`config.mk`:
```
export PLATFORM = sky130hd
export DESIGN_NAME = vend_ctrl_multi_flat
export DESIGN_NICKNAME = d
export VERILOG_FILES = /design/src/rtl/vend_pkg.sv /design/src/rtl/vend_ctrl_multi_if.sv /design/src/rtl/vend_stock_bank.sv /design/src/rtl/vend_ctrl_multi.sv /design/src/flat_wrapper.sv
export SDC_FILE = /design/constraint.sdc
export NUM_CORES = 1
export LEC_CHECK = 0
export ABC_AREA = 1
export BUFFER_PORTS_ARGS = -buffer_cell sky130_fd_sc_hd__buf_2
export CAP_MARGIN = 25
export CORE_ASPECT_RATIO = 1.2
export CORE_MARGIN = 2
export CORE_UTILIZATION = 30
export CTS_CLUSTER_DIAMETER = 30
export CTS_CLUSTER_SIZE = 30
export DETAILED_ROUTE_END_ITERATION = 10
export PLACE_DENSITY = 0.46
export SETUP_SLACK_MARGIN = 0.1
export SYNTH_ARGS = -nofsm -noshare
export SYNTH_HDL_FRONTEND = slang
export SYNTH_SLANG_ARGS = --single-unit
```
`constraint.sdc`:
```
create_clock -name clock -period 7.9 [get_ports clock]
set_clock_uncertainty 0.15 [all_clocks]
set_input_delay 1.58 -clock clock [delete_from_list [all_inputs] [get_ports clock]]
set_output_delay 1.58 -clock clock [all_outputs]
set_load 0.005 [all_outputs]
```
`src/rtl/vend_pkg.sv`:
```
// Shared types and helpers for the multi-product vending controller:
// state encoding, a width-aware saturating add and a packed price lookup.
package vend_pkg;

    typedef enum logic [1:0] {
        IDLE,
        CREDIT,
        VEND,
        RETURN
    } vend_state_e;

    localparam int MAX_VEC_W = 512;

    // Saturates at 2^w-1; operands are zero-extended by the caller.
    function automatic logic [31:0] sat_add(input logic [31:0] a, input logic [31:0] b, input int w);
        logic [32:0] sum;
        logic [32:0] maxVal;
        sum = {1'b0, a} + {1'b0, b};
        maxVal = (33'd1 << w) - 33'd1;
        return (sum > maxVal) ? 32'(maxVal) : 32'(sum);
    endfunction

    function automatic logic [31:0] price_of(input logic [MAX_VEC_W-1:0] vec, input int idx, input int w);
        logic [MAX_VEC_W-1:0] mask;
        mask = (MAX_VEC_W'(1) << w) - MAX_VEC_W'(1);
        return 32'((vec >> (idx * w)) & mask);
    endfunction

endpackage

```
`src/rtl/vend_ctrl_multi_if.sv`:
```
// Front-end/actuator bundle of the vending controller; slave = controller side.
// Audit outputs exist only when VEND_AUDIT_EN is defined.
interface vend_ctrl_multi_if #(
    parameter int NUM_PRODUCTS = 4,
    parameter int MONEY_W      = 8,
    parameter int COIN_W       = 4,
    parameter int STOCK_W      = 4
);
    localparam int SEL_W = $clog2(NUM_PRODUCTS);

    logic                    coin_valid;
    logic [COIN_W-1:0]       coin_value;
    logic                    sel_valid;
    logic [SEL_W-1:0]        sel;
    logic                    cancel;
    logic                    restock_valid;
    logic [SEL_W-1:0]        restock_id;
    logic [STOCK_W-1:0]      restock_qty;
    logic [MONEY_W-1:0]      credit;
    logic                    dispense_valid;
    logic [SEL_W-1:0]        dispense_id;
    logic                    change_valid;
    logic [MONEY_W-1:0]      change_amt;
    logic [NUM_PRODUCTS-1:0] sold_out;
    logic                    busy;
    logic                    err_pulse;
`ifdef VEND_AUDIT_EN
    logic [15:0]             sales_count;
    logic [23:0]             revenue;
`endif

    modport master (
        output coin_valid, coin_value, sel_valid, sel, cancel,
               restock_valid, restock_id, restock_qty,
`ifdef VEND_AUDIT_EN
        input  sales_count, revenue,
`endif
        input  credit, dispense_valid, dispense_id, change_valid,
               change_amt, sold_out, busy, err_pulse
    );

    modport slave (
        input  coin_valid, coin_value, sel_valid, sel, cancel,
               restock_valid, restock_id, restock_qty,
`ifdef VEND_AUDIT_EN
        output sales_count, revenue,
`endif
        output credit, dispense_valid, dispense_id, change_valid,
               change_amt, sold_out, busy, err_pulse
    );

endinterface

```
`src/rtl/vend_stock_bank.sv`:
```
// Per-product stock counters: merges a restock and a vend decrement landing
// on the same product in one cycle, and flags empty products.
module vend_stock_bank
    import vend_pkg::*;
#(
    parameter int NUM_PRODUCTS = 4,
    parameter int STOCK_W      = 4,
    parameter int INIT_STOCK   = 5
) (
    input  logic                            clock,
    input  logic                            reset_n,
    input  logic                            i_dec_valid,
    input  logic [$clog2(NUM_PRODUCTS)-1:0] i_dec_id,
    input  logic                            i_add_valid,
    input  logic [$clog2(NUM_PRODUCTS)-1:0] i_add_id,
    input  logic [STOCK_W-1:0]              i_add_qty,
    output logic [NUM_PRODUCTS-1:0]         o_sold_out
);

    logic [STOCK_W-1:0] r_stock [NUM_PRODUCTS];
    logic [STOCK_W-1:0] w_base  [NUM_PRODUCTS];
    logic [STOCK_W-1:0] w_add   [NUM_PRODUCTS];
    logic [STOCK_W-1:0] w_next  [NUM_PRODUCTS];

    // Decrement first (stock is non-zero whenever a vend is in flight) so the
    // clamp applies to stock+qty-1 rather than to stock+qty.
    always_comb begin
        o_sold_out = '0;
        for (int i = 0; i < NUM_PRODUCTS; i++) begin
            w_base[i]     = r_stock[i] - ((i_dec_valid && int'(i_dec_id) == i) ? STOCK_W'(1) : STOCK_W'(0));
            w_add[i]      = (i_add_valid && int'(i_add_id) == i) ? i_add_qty : '0;
            w_next[i]     = STOCK_W'(sat_add(32'(w_base[i]), 32'(w_add[i]), STOCK_W));
            o_sold_out[i] = (r_stock[i] == '0);
        end
    end

    always_ff @(posedge clock or negedge reset_n) begin
        if (!reset_n) begin
            for (int i = 0; i < NUM_PRODUCTS; i++) r_stock[i] <= STOCK_W'(INIT_STOCK);
        end else begin
            for (int i = 0; i < NUM_PRODUCTS; i++) r_stock[i] <= w_next[i];
        end
    end

endmodule

```
`src/rtl/vend_ctrl_multi.sv`:
```
// Multi-product vending controller: credit accumulation, vend, change/refund.
// Define VEND_AUDIT_EN to add the sales_count/revenue audit outputs.
module vend_ctrl_multi
    import vend_pkg::*;
#(
    parameter int                            NUM_PRODUCTS = 4,
    parameter int                            MONEY_W      = 8,
    parameter int                            COIN_W       = 4,
    parameter int                            STOCK_W      = 4,
    parameter logic [NUM_PRODUCTS*MONEY_W-1:0] PRICE_VEC  = {8'd4, 8'd6, 8'd5, 8'd5},
    parameter int                            INIT_STOCK   = 5
) (
    input  logic              clock,
    input  logic              reset_n,
    vend_ctrl_multi_if.slave  bus
);

    localparam int SEL_W = $clog2(NUM_PRODUCTS);

    vend_state_e         r_state, w_state;
    logic [MONEY_W-1:0]  r_credit, w_credit;
    logic [MONEY_W-1:0]  r_price, w_price;
    logic [SEL_W-1:0]    r_sel, w_sel;
    logic                r_dispense_valid, w_dispense_valid;
    logic [SEL_W-1:0]    r_dispense_id, w_dispense_id;
    logic                r_change_valid, w_change_valid;
    logic [MONEY_W-1:0]  r_change_amt, w_change_amt;
    logic                r_busy, w_busy;
    logic                r_err, w_err;
    logic                w_dec_valid;
    logic [NUM_PRODUCTS-1:0] w_sold_out;
    logic [MONEY_W-1:0]  w_sel_price;
    logic                w_sel_ok;

    assign w_sel_price = MONEY_W'(price_of(MAX_VEC_W'(PRICE_VEC), int'(bus.sel), MONEY_W));
    assign w_sel_ok    = (int'(bus.sel) < NUM_PRODUCTS) && (r_credit >= w_sel_price) && !w_sold_out[bus.sel];

    // Outputs are computed one state ahead so that dispense/change pulses are
    // registered and line up with the VEND and RETURN cycles respectively.
    always_comb begin
        w_state          = r_state;
        w_credit         = r_credit;
        w_price          = r_price;
        w_sel            = r_sel;
        w_dispense_valid = 1'b0;
        w_dispense_id    = r_dispense_id;
        w_change_valid   = 1'b0;
        w_change_amt     = '0;
        w_busy           = 1'b0;
        w_err            = 1'b0;
        w_dec_valid      = 1'b0;
        case (r_state)
            IDLE: begin
                if (bus.coin_valid) begin
                    w_credit = MONEY_W'(bus.coin_value);
                    w_state  = CREDIT;
                end
            end
            CREDIT: begin
                if (bus.cancel) begin
                    w_change_valid = (r_credit != '0);
                    w_change_amt   = r_credit;
                    w_busy         = 1'b1;
                    w_state        = RETURN;
                end else if (bus.coin_valid) begin
                    w_credit = MONEY_W'(sat_add(32'(r_credit), 32'(bus.coin_value), MONEY_W));
                end else if (bus.sel_valid) begin
                    if (w_sel_ok) begin
                        w_sel            = bus.sel;
                        w_price          = w_sel_price;
                        w_dispense_valid = 1'b1;
                        w_dispense_id    = bus.sel;
                        w_busy           = 1'b1;
                        w_state          = VEND;
                    end else begin
                        w_err = 1'b1;
                    end
                end
            end
            VEND: begin
                w_dec_valid    = 1'b1;
                w_credit       = r_credit - r_price;
                w_change_valid = (w_credit != '0);
                w_change_amt   = w_credit;
                w_busy         = 1'b1;
                w_state        = RETURN;
            end
            RETURN: begin
                w_credit = '0;
                w_state  = IDLE;
            end
            default: w_state = IDLE;
        endcase
    end

    always_ff @(posedge clock or negedge reset_n) begin
        if (!reset_n) begin
            r_state          <= IDLE;
            r_credit         <= '0;
            r_price          <= '0;
            r_sel            <= '0;
            r_dispense_valid <= 1'b0;
            r_dispense_id    <= '0;
            r_change_valid   <= 1'b0;
            r_change_amt     <= '0;
            r_busy           <= 1'b0;
            r_err            <= 1'b0;
        end else begin
            r_state          <= w_state;
            r_credit         <= w_credit;
            r_price          <= w_price;
            r_sel            <= w_sel;
            r_dispense_valid <= w_dispense_valid;
            r_dispense_id    <= w_dispense_id;
            r_change_valid   <= w_change_valid;
            r_change_amt     <= w_change_amt;
            r_busy           <= w_busy;
            r_err            <= w_err;
        end
    end

    vend_stock_bank #(
        .NUM_PRODUCTS (NUM_PRODUCTS),
        .STOCK_W      (STOCK_W),
        .INIT_STOCK   (INIT_STOCK)
    ) u_stock (
        .clock        (clock),
        .reset_n      (reset_n),
        .i_dec_valid  (w_dec_valid),
        .i_dec_id     (r_sel),
        .i_add_valid  (bus.restock_valid),
        .i_add_id     (bus.restock_id),
        .i_add_qty    (bus.restock_qty),
        .o_sold_out   (w_sold_out)
    );

`ifdef VEND_AUDIT_EN
    logic [15:0] r_sales_count;
    logic [23:0] r_revenue;

    // Counted on the cycle dispense_valid is high, using the latched price.
    always_ff @(posedge clock or negedge reset_n) begin
        if (!reset_n) begin
            r_sales_count <= '0;
            r_revenue     <= '0;
        end else if (r_state == VEND) begin
            r_sales_count <= r_sales_count + 16'd1;
            r_revenue     <= 24'(sat_add(32'(r_revenue), 32'(r_price), 24));
        end
    end

    assign bus.sales_count = r_sales_count;
    assign bus.revenue     = r_revenue;
`endif

    assign bus.credit         = r_credit;
    assign bus.dispense_valid = r_dispense_valid;
    assign bus.dispense_id    = r_dispense_id;
    assign bus.change_valid   = r_change_valid;
    assign bus.change_amt     = r_change_amt;
    assign bus.sold_out       = w_sold_out;
    assign bus.busy           = r_busy;
    assign bus.err_pulse      = r_err;

endmodule

```
`src/flat_wrapper.sv`:
```
// flat-port wrapper written by rule: the top's interface ports become plain ports
module vend_ctrl_multi_flat import vend_pkg::*;
#(
    parameter int                            NUM_PRODUCTS = 4,
    parameter int                            MONEY_W      = 8,
    parameter int                            COIN_W       = 4,
    parameter int                            STOCK_W      = 4,
    parameter logic [NUM_PRODUCTS*MONEY_W-1:0] PRICE_VEC  = {8'd4, 8'd6, 8'd5, 8'd5},
    parameter int                            INIT_STOCK   = 5
)
  (clock, reset_n, bus_coin_valid, bus_coin_value, bus_sel_valid, bus_sel, bus_cancel, bus_restock_valid, bus_restock_id, bus_restock_qty, bus_credit, bus_dispense_valid, bus_dispense_id, bus_change_valid, bus_change_amt, bus_sold_out, bus_busy, bus_err_pulse);
  vend_ctrl_multi_if #(.NUM_PRODUCTS(NUM_PRODUCTS), .MONEY_W(MONEY_W), .COIN_W(COIN_W), .STOCK_W(STOCK_W)) bus_i ();
  input  logic clock;
  input  logic reset_n;
  input wire logic [$bits(bus_i.coin_valid)-1:0] bus_coin_valid;
  input wire logic [$bits(bus_i.coin_value)-1:0] bus_coin_value;
  input wire logic [$bits(bus_i.sel_valid)-1:0] bus_sel_valid;
  input wire logic [$bits(bus_i.sel)-1:0] bus_sel;
  input wire logic [$bits(bus_i.cancel)-1:0] bus_cancel;
  input wire logic [$bits(bus_i.restock_valid)-1:0] bus_restock_valid;
  input wire logic [$bits(bus_i.restock_id)-1:0] bus_restock_id;
  input wire logic [$bits(bus_i.restock_qty)-1:0] bus_restock_qty;
  output wire logic [$bits(bus_i.credit)-1:0] bus_credit;
  output wire logic [$bits(bus_i.dispense_valid)-1:0] bus_dispense_valid;
  output wire logic [$bits(bus_i.dispense_id)-1:0] bus_dispense_id;
  output wire logic [$bits(bus_i.change_valid)-1:0] bus_change_valid;
  output wire logic [$bits(bus_i.change_amt)-1:0] bus_change_amt;
  output wire logic [$bits(bus_i.sold_out)-1:0] bus_sold_out;
  output wire logic [$bits(bus_i.busy)-1:0] bus_busy;
  output wire logic [$bits(bus_i.err_pulse)-1:0] bus_err_pulse;
  assign bus_i.coin_valid = bus_coin_valid;
  assign bus_i.coin_value = bus_coin_value;
  assign bus_i.sel_valid = bus_sel_valid;
  assign bus_i.sel = bus_sel;
  assign bus_i.cancel = bus_cancel;
  assign bus_i.restock_valid = bus_restock_valid;
  assign bus_i.restock_id = bus_restock_id;
  assign bus_i.restock_qty = bus_restock_qty;
  assign bus_credit = bus_i.credit;
  assign bus_dispense_valid = bus_i.dispense_valid;
  assign bus_dispense_id = bus_i.dispense_id;
  assign bus_change_valid = bus_i.change_valid;
  assign bus_change_amt = bus_i.change_amt;
  assign bus_sold_out = bus_i.sold_out;
  assign bus_busy = bus_i.busy;
  assign bus_err_pulse = bus_i.err_pulse;
  vend_ctrl_multi #(.NUM_PRODUCTS(NUM_PRODUCTS), .MONEY_W(MONEY_W), .COIN_W(COIN_W), .STOCK_W(STOCK_W), .PRICE_VEC(PRICE_VEC), .INIT_STOCK(INIT_STOCK)) u_core (.clock(clock), .reset_n(reset_n), .bus(bus_i));
endmodule
```
; ---- Word-level counts from Yosys, hierarchy flattened
; Cells that the tools add are included.
[classes]
n_bitwise = 2
muxes = 42
n_reduce_logical = 22
n_lt_le_gt_ge = 7
shift = 1
n_eq_ne = 15
addsub = 10
[op_table]
columns = operator, count
row1 = $mux 8, 5
row2 = $mux 4, 8
row3 = $pmux 8 s4, 1
row4 = $shr 27x5->8 const A, 1
row5 = $add 4x4->5, 4
row6 = $gt 5x4->1 const B, 4
row7 = $mux 1, 18
row8 = $logic_not 4->1, 4
row9 = $pmux 8 s2, 1
row10 = $reduce_bool 8->1, 2
row11 = $sub 4x1->4, 4
row12 = $eq 2x2->1 const B, 6
row13 = $mux 2, 5
row14 = $add 8x4->9, 1
row15 = $gt 9x8->1 const B, 1
row16 = $logic_and 1x1->1, 9
row17 = $ge 8x8->1, 1
row18 = $pmux 2 s4, 1
row19 = $sub 8x8->8, 1
row20 = $eq 2x1->1 const B, 3
row21 = $logic_not 2->1, 3
row22 = $ne 2x2->1 const B, 3
row23 = $ne 3x3->1 const B, 2
row24 = $reduce_and 5->1, 1
row25 = other kinds (8), 10
[word_totals]
wordCells = 112
regBits = 48

; ---- Logic depth before layout (Yosys ltp)
; Gate-level depths: netlist of the first run.
[depth]
ltp_word = 10
depth_mapped = 13
depth_no_buf = 13

; ---- Hierarchy
; Synthesis of the first run repeated with hierarchy kept, for this count alone.
[hier_totals]
cells_unflattened = 495
area_unflattened_um2 = 3535.9
[by_module_without_submodules]
columns = module, area_each_um2, instances, cells_each
row1 = vend_ctrl_multi, 1983.2, 1, 290
row2 = vend_stock_bank, 1552.7, 1, 205

; ---- Worst setup path before layout of the first run
; Ideal clock, no wire load.
[synth_timing]
path_type = input-to-reg
startpoint = in bus_restock_id[0]
endpoint = reg u_core.u_stock.r_stock[14] in the netlist's numbering
path_buffers = 0
path_slack_ps = 4794
required_ps = 7659
stages = 10
arrival_ps = 2865
cell_sequence = inv_1 > nand3_1 > nor2_1 > ha_1 > fa_1 > nand2_1 > inv_1 > o21a_1 > nor2_1 > o21ai_0
[synth_rtl]
columns = item, line
row1 = "start, declared", flat_wrapper.sv:21  ; input wire logic [$bits(bus_i.restock_id)-1:0] bus_restock_id;
row2 = "end, declared", vend_stock_bank.sv:20  ; logic [STOCK_W-1:0] r_stock [NUM_PRODUCTS];

; ---- Worst setup path in the final report of the first run
[layout_timing]
startpoint = in bus_coin_value[0]
endpoint = reg u_core.r_credit[2] (netlist: u_core.bus.credit[2])
[layout_between]
elab_chain_len = 6
[layout_rtl]
columns = item, line
row1 = "start, declared", flat_wrapper.sv:16  ; input wire logic [$bits(bus_i.coin_value)-1:0] bus_coin_value;
row2 = $add 8x4->9 *, vend_pkg.sv:18  ; sum = {1'b0, a} + {1'b0, b};
row3 = $gt 9x8->1, vend_pkg.sv:20  ; return (sum > maxVal) ? 32'(maxVal) : 32'(sum);
row4 = $mux 8 *, vend_pkg.sv:20
row5 = $mux 8 *, vend_ctrl_multi.sv:65  ; end else if (bus.coin_valid) begin
row6 = $mux 8 *, vend_ctrl_multi.sv:60  ; if (bus.cancel) begin
row7 = $pmux 8 s4 *, vend_ctrl_multi.sv:52  ; case (r_state)
row8 = "end signal, assigned", vend_ctrl_multi.sv:110  ; r_credit <= w_credit;
row9 = "end, declared", vend_ctrl_multi.sv:21  ; logic [MONEY_W-1:0] r_credit, w_credit;
; Every way passes the cells marked *; elsewhere a longest branch is shown, timed or not. The select of a mux whose other input is x is not followed.
; A chain may end at the register's enable or synchronous reset.

==> results of run 1 <==
==> synth_stat cells, drive strengths merged <==
library cell  number  share of area [%]
dfrtp             35                 26
xnor2              4                1.0
nand3b             1               0.22
o21ai             16                2.4
nand4              4               0.74
o21a               5                1.1
nor3               6                1.4
clkinv             2               0.37
inv               77                8.6
xor2               9                2.3
a21oi             21                3.2
nor2              57                6.9
dfstp              8                6.2
or2                1               0.19
o22ai              1               0.19
fa                 6                3.6
clkbuf             1               0.11
o211ai             3               0.67
buf                4               0.78
nand2            125                 14
a31oi              1               0.19
nand3             28                4.3
ha                36                 13
a21o               4               0.89
nor4               5                1.1
==> cells by family (layout without fill, tap and decap cells) <==
| group | Yosys count | in the layout | share of synthesized area [%] |
|---|---|---|---|
| fa+ha+maj | 42 | 42 | 16.9 |
| flops | 43 | 43 | 32.2 |
| simple gates | 227 | 227 | 29.0 |
| xor+xnor | 13 | 13 | 3.37 |
| compound gates | 51 | 51 | 8.63 |
| buf+inv | 84 | 131 | 9.89 |
==> state kept, by name (all words and copies together), names as in the netlist <==
register	count
u_core.u_stock.r_stock	16
u_core.bus.change_amt	8
u_core.bus.credit	8
u_core.r_price	3
u_core.r_sel	2
u_core.r_state	2
u_core.bus.busy	1
u_core.bus.change_valid	1
u_core.bus.dispense_valid	1
u_core.bus.err_pulse	1
==> through the flow <==
step / setup slack (ns) / cells / cell area (um^2) / hold slack, ns / total power [mW]
5_1_grt: 4.50 / 639 / 3880 / 0.363 / 1.52
2_1_floorplan: 4.79 / 460 / 3380 / 0.276 / 0.961
3_5_place_dp: 4.48 / 630 / 3730 / 0.305 / 1.19
6_report: 4.75 / 639 / 3880 / 0.311 / 1.37
3_3_place_gp: 4.50 / 630 / 3730 / 0.301 / 1.18
4_1_cts: 4.77 / 638 / 3860 / 0.319 / 1.40
==> power by group through the flow <==
stage,logic [mW],registers [mW],clock network [mW]
2_1_floorplan,0.561,0.400,0
3_5_place_dp,0.762,0.426,0
4_1_cts,0.765,0.422,0.209
5_1_grt,0.871,0.435,0.218
6_report,0.753,0.420,0.202
3_3_place_gp,0.760,0.423,0
==> worst register-to-register path: stages, from the launching register on <==
cell and delay [ns]:
dfrtp_1 0.39, inv_1 0.12, ha_1 0.43, inv_1 0.20, nor3_1 0.26, ha_1 0.22
ha_1 0.13, inv_1 0.06, fa_1 0.44, nand2_1 0.08, inv_1 0.04, o21a_1 0.16
nor2_1 0.17, o21ai_0 0.12
==> worst min path at each step <==
stage | endpoint | cells after the start | slack, ns | start
3_3_place_gp | u_core.r_price[2] | 2 | 0.30 | u_core.r_price[2]
3_5_place_dp | u_core.r_price[2] | 2 | 0.30 | u_core.r_price[2]
4_1_cts | u_core.r_price[2] | 2 | 0.32 | u_core.r_price[2]
5_1_grt | u_core.r_price[2] | 2 | 0.36 | u_core.r_price[2]
6_report | u_core.r_price[2] | 2 | 0.31 | u_core.r_price[2]
2_1_floorplan | u_core.r_price[2] | 2 | 0.28 | u_core.r_price[2]
==> area by class of cell <==
type / count / area, um^2 / share of cell area [%]
repair buffers: 44 / 235 / 6.05
clock inverters: 1 / 5.00 / 0.129
well taps: 132 / 165 / 4.25
inverters: 79 / 304 / 7.83
multi-input cells: 333 / 1960 / 50.4
flip-flops and latches: 43 / 1090 / 28.0
clock buffers: 7 / 133 / 3.41
==> cell usage in the layout, fill, tap and decap left out, types with 2 or more instances in the layout <==
cell type	synthesis	routed
a21o_1	4	4
a21oi_1	20	20
buf_2	3	43
clkbuf_1	1	2
clkbuf_16	0	5
dfrtp_1	35	35
dfstp_2	8	8
fa_1	6	6
ha_1	36	36
inv_1	72	72
inv_2	4	4
nand2_1	123	123
nand3_1	27	27
nand4_1	4	4
nor2_1	53	53
nor2_2	2	2
nor2_4	2	2
nor3_1	4	4
nor4_1	4	4
o211ai_1	3	3
o21a_1	5	5
o21ai_0	9	9
o21ai_1	7	7
xnor2_1	4	4
xor2_1	9	9
==> per-layer routing <==
metal,vias to the layer above,wire length [um],global-route usage [%]
met4,0,114,4.20
met5,-,0,0
met3,7,223,2.49
li1,1551,-,-
met1,1356,3460,15.8
met2,35,4550,28.0
==> results.tsv, run 1 <==
stage	metric	value	unit
power	P_int	728	uW
power	P_sw	646	uW
synth	Mapped Nets	520	
min_path	HP Class	flip-flop to flip-flop	
outcome	outcome	finished, final reports clean	
clocking	Clock Tree Root	clkbuf_16	
drt	final routed DRC violation total	0	
setup_path	WP buf/inv	3	
clocking	cts hold-fix bufs	0	
floorplanning	Die Wd	101	um
sta	Worst-Margin Slew	0.539	ns
sta	Final Hold Vio Count	0	
synth	count of warnings emitted by yosys	0	
drt	vias post-DR	2949	
synth	Avg Cell Area, Syn	7.34	um^2
setup_path	CP max FO	6	
drt	post-route ant nets	0	
setup_path	FF-to-FF path depth	13	
drt	drt pass-1 iters	4	
sta	Period minus WS final	3.15	ns
clocking	clk sink count	43	
setup_path	critical path type	input port to flip-flop	
clocking	Clock Path Buffers	2	
clocking	post-CTS setup buffers	0	
clocking	Clock Latency Late Sink	0.29	ns
setup_path	crit-path cells	buf_2, ha_1, inv_1, fa_1, inv_1, nand3_1, nand2_1, nand2_1, o21ai_0, nand2_1, nand3_1, nand2_1, o21ai_0	
sta	fmax	318	MHz
power	Reg power frac	30.5	%
sta	RSZ-0062 raised after global routing	no	
synth	Distinct cells, synth	39	
setup_path	launching point of the worst reg2reg path	u_core.r_state[0]	
setup_path	Critical Path AT	3.21	ns
sta	final period utilization	39.8	%
floorplanning	Core Region	0.0110	mm^2
clocking	H-tree depth	2	
drt	Detailed Route WL	8340	um
floorplanning	Top Ports	44	
cells_and_area	Layout Nets	566	
power	Logic pwr share	54.8	%
cells_and_area	Fillers	1204	
sta	Fin Setup TNS	0	ns
floorplanning	initial core utilization	30.7	%
synth	Post-Synthesis Cells	460	
drt	DR vias/cell	4.62	
setup_path	Critical path origin	bus_coin_value[0]	
cells_and_area	diode count	0	
power	Switching Fraction	47.0	%
global_routing	Total Routing Usage GR	14.5	%
setup_path	Crit-path slowest cell	fa_1	
sta	Setup Viol. Count Final	0	
cells_and_area	Util after Layout	35.4	%
cells_and_area	synthesis-to-finish area growth	15.0	%
sta	Max Slew Vio Count	0	
clocking	TritonCTS Buffers	5	
setup_path	Crit Reg-Reg Endpoint	u_core.u_stock.r_stock[6]	
setup_path	Critical Path End	u_core.bus.credit[2]	
synth	Syn Std Cell Area	0.00338	mm^2
setup_path	Most Frequent Cell on Critical Path	nand2_1	
power	power per cell area	354	mW/mm^2
global_routing	first-pass GRT wire length	13700	um
clocking	CTS tree	done	
synth	post-synthesis sequential area ratio	32.2	%
global_routing	largest net degree at the start of global routing	44	
setup_path	Critical Path Start Type	input port	
setup_path	crit end category	flip-flop	
floorplanning	full die area	0.0121	mm^2
floorplanning	die height	120	um
drt	drt wl/cell	13.0	um
power	VDD IR max	116	uV
setup_path	delay-heaviest family, CP	simple AND/OR/NAND/NOR gates	
global_routing	initial antenna violation count	0	
clocking	clk slew on worst S/H paths	0.07	ns
cells_and_area	fraction of layout cells with a size suffix above 1	15.0	%
placed_design	GPL Wtd Cong	0.798	
sta	Slew HR	64.1	%
flow_run	MaxCap Viol Count	0	
power	Leakage	2.23	nW
setup_path	number of stages on the worst setup path	13	
global_routing	GRT Residual Overflow	0	
clocking	Post-CTS Resized	0	
setup_path	CP max stage delay	0.37	ns
synth	#FFs+latches synth	43	
power	clock power share	14.7	%
setup_path	Worst Path Required	7.96	ns
floorplanning	Rows	42	
setup_path	worst reg2reg setup slack	4.84	ns
placed_design	hpwl dp	6750	um
drt	1st-iter DRT viols	69	
global_routing	number of global-route vias before repair	2929	
placed_design	port buffer count	43	
Power figures use the tool's default switching activity.
==> run 2, diff against run 1 <==
Settings changed: PLACE_DENSITY 0.46 to 0.48.
Clock period 7.9 ns to 2.8 ns, I/O delays scaled along.
==> results.tsv, run 2 (synthesis gave the netlist of run 1 again) <==
stage	metric	value	unit	change
cells_and_area	most common cell after layout, fill and taps aside	nand2_1		
clocking	clk slew on worst S/H paths	0.06	ns	about the same
setup_path	worst reg2reg setup slack	0.27	ns	-4.57 ns
setup_path	critical path type	flip-flop to flip-flop		
setup_path	Crit-path slowest cell	fa_1		
sta	RSZ-0062 raised after global routing	yes		
flow_run	MaxCap Viol Count	0		unchanged
global_routing	GRT Residual Overflow	0		unchanged
clocking	TritonCTS Buffers	5		unchanged
setup_path	crit end category	flip-flop		
global_routing	first-pass GRT wire length	14200	um	+3.6%
floorplanning	Core Region	0.0110	mm^2	unchanged
outcome	outcome	finished, final reports clean		
global_routing	largest net degree at the start of global routing	44		unchanged
clocking	Clock Latency Late Sink	0.28	ns	about the same
cells_and_area	synthesis-to-finish area growth	17.0	%	
floorplanning	Rows	42		unchanged
sta	Worst-Margin Slew	0.571	ns	+0.0325 ns
setup_path	CP max stage delay	0.43	ns	+0.06 ns
setup_path	CP max FO	5		-1
sta	Period minus WS final	2.53	ns	
clocking	Clock Path Buffers	2		unchanged
sta	Fin Setup TNS	0	ns	unchanged
placed_design	dpl ws	0.0692	ns	-4.41 ns
clocking	H-tree depth	2		unchanged
sta	fmax	395	MHz	
drt	vias post-DR	3024		+2.5%
drt	final routed DRC violation total	0		unchanged
setup_path	crit-path cells	inv_1, ha_2, inv_4, nor3_2, ha_1, ha_1, inv_1, fa_1, nand2_1, inv_1, o21a_1, nor2_2, nand2_1		
setup_path	Critical Path Start Type	flip-flop		
drt	DR vias/cell	4.71		+2.1%
floorplanning	initial core utilization	30.7	%	unchanged
cells_and_area	highest-count cells in the layout ignoring fill and taps	123 x nand2_1, 71 x inv_1, 49 x nor2_1		
cells_and_area	max FFs per register	16		unchanged
power	Leakage	2.25	nW	+1.1%
sta	Slew HR	61.9	%	-2.2 points
sta	post-route setup slack	0.270	ns	-4.48 ns
setup_path	Worst Path Required	2.82	ns	-5.14 ns
cells_and_area	fraction of layout cells with a size suffix above 1	17.6	%	+2.7 points
drt	Detailed Route WL	8470	um	+1.6%
cells_and_area	Biggest register	u_core.u_stock.r_stock		
sta	Final Hold Vio Count	0		unchanged
placed_design	hpwl dp	6780	um	+0.44%
drt	1st-iter DRT viols	68		-1.4%
min_path	HP Class	input port to asynchronous set/reset pin		
power	VDD IR max	267	uV	+130%
sta	Setup Viol. Count Final	0		unchanged
sta	final period utilization	90.3	%	
cells_and_area	diode count	0		unchanged
floorplanning	Die Wd	101	um	unchanged
floorplanning	Top Ports	44		unchanged
cells_and_area	Layout Nets	569		+0.53%
global_routing	number of global-route vias before repair	3128		+6.8%
drt	drt wl/cell	13.2	um	+1.1%
cells_and_area	Fillers	1200		-0.33%
placed_design	GPL Wtd Cong	0.839		+5.2%
placed_design	port buffer count	43		unchanged
power	power per cell area	1010	mW/mm^2	+180%
setup_path	Most Frequent Cell on Critical Path	inv_1		
clocking	clk sink count	43		unchanged
clocking	cts hold-fix bufs	0		unchanged
sta	Max Slew Vio Count	0		unchanged
clocking	CTS tree	done		
setup_path	Critical Path AT	2.55	ns	-0.66 ns
floorplanning	full die area	0.0121	mm^2	unchanged
clocking	Clock Tree Root	clkbuf_16		
global_routing	Total Routing Usage GR	15.0	%	+0.47 points
drt	drt pass-1 iters	4		unchanged
global_routing	initial antenna violation count	0		unchanged
drt	post-route ant nets	0		unchanged
floorplanning	die height	120	um	unchanged
-- run 2: cell types whose count changed in the layout (fill, tap and decap cells not counted), sizes merged --
cell	previous run	this run
clkbuf	7	8
buf	44	47
clkinv	3	2
-- run 2: layout make-up --
cell class	instances	area [um^2]	share of cell area, %
clock buffer	8	156	3.96
inverter	79	307	7.76
timing repair buffer	47	245	6.21
sequential	43	1090	27.5
tap	132	165	4.18
multi-input combinational	333	1990	50.4
-- run 2: what timing repair did --
action | 4_1_cts | 5_1_grt
buffers inserted | 0 | 2
resized for setup | 1 | 12
pin swaps | 0 | 1
endpoints found under the setup margin | 14 | 16
-- run 2: worst max-delay path: cells and delay by family, from the launching register on --
family,cells,cell delay (ns)
fa+ha+maj,4,1.12
simple gates,4,0.35
flops,1,0.35
buf+inv,4,0.27
compound gates,1,0.17
-- run 2: path summary, 6_finish.rpt --
kind,from,end,cells past startpoint
setup / recovery,u_core.r_state[0],u_core.u_stock.r_stock[9],13
hold / removal,reset_n,u_core.bus.change_amt[2],2
setup reg to reg,u_core.r_state[0],u_core.u_stock.r_stock[9],13
hold reg to reg,u_core.r_price[2],u_core.r_price[2],2
max in group asynchronous,reset_n,u_core.u_stock.r_stock[6],2
min in group clock,u_core.r_price[2],u_core.r_price[2],2
-- run 2: per-layer routing --
| layer | GRT usage, % | wire (um) | part of all wire (%) | vias up |
|---|---|---|---|---|
| li1 | - | - | - | 1548 |
| met1 | 15.4 | 3240 | 38 | 1422 |
| met2 | 29.5 | 4800 | 57 | 46 |
| met3 | 2.72 | 307 | 3.6 | 8 |
| met4 | 5.05 | 130 | 1.5 | 0 |
| met5 | 0 | 0 | 0 | - |
-- run 2: power breakdown --
part           switching (mW)  internal, mW  leakage [nW]  total [mW]
clock                   0.228         0.380        0.0772       0.607
combinational            1.35         0.837          1.65        2.19
sequential              0.256         0.925         0.524        1.18
total                    1.83          2.14          2.25        3.97
-- run 2: metrics by stage --
| stage | utilization, % | total power, mW | hold slack, ns | std cells | cell area [um^2] |
|---|---|---|---|---|---|
| after detailed placement | 34.1 | 3.36 | 0.312 | 632 | 3740 |
| after global routing | 36.0 | 4.44 | 0.266 | 642 | 3950 |
| after CTS | 35.5 | 4.01 | 0.229 | 640 | 3900 |
| after floorplan | - | 2.71 | 0.114 | 460 | 3380 |
| final | 36.0 | 3.97 | 0.206 | 642 | 3950 |
| after global placement | 34.1 | 3.34 | 0.308 | 632 | 3740 |
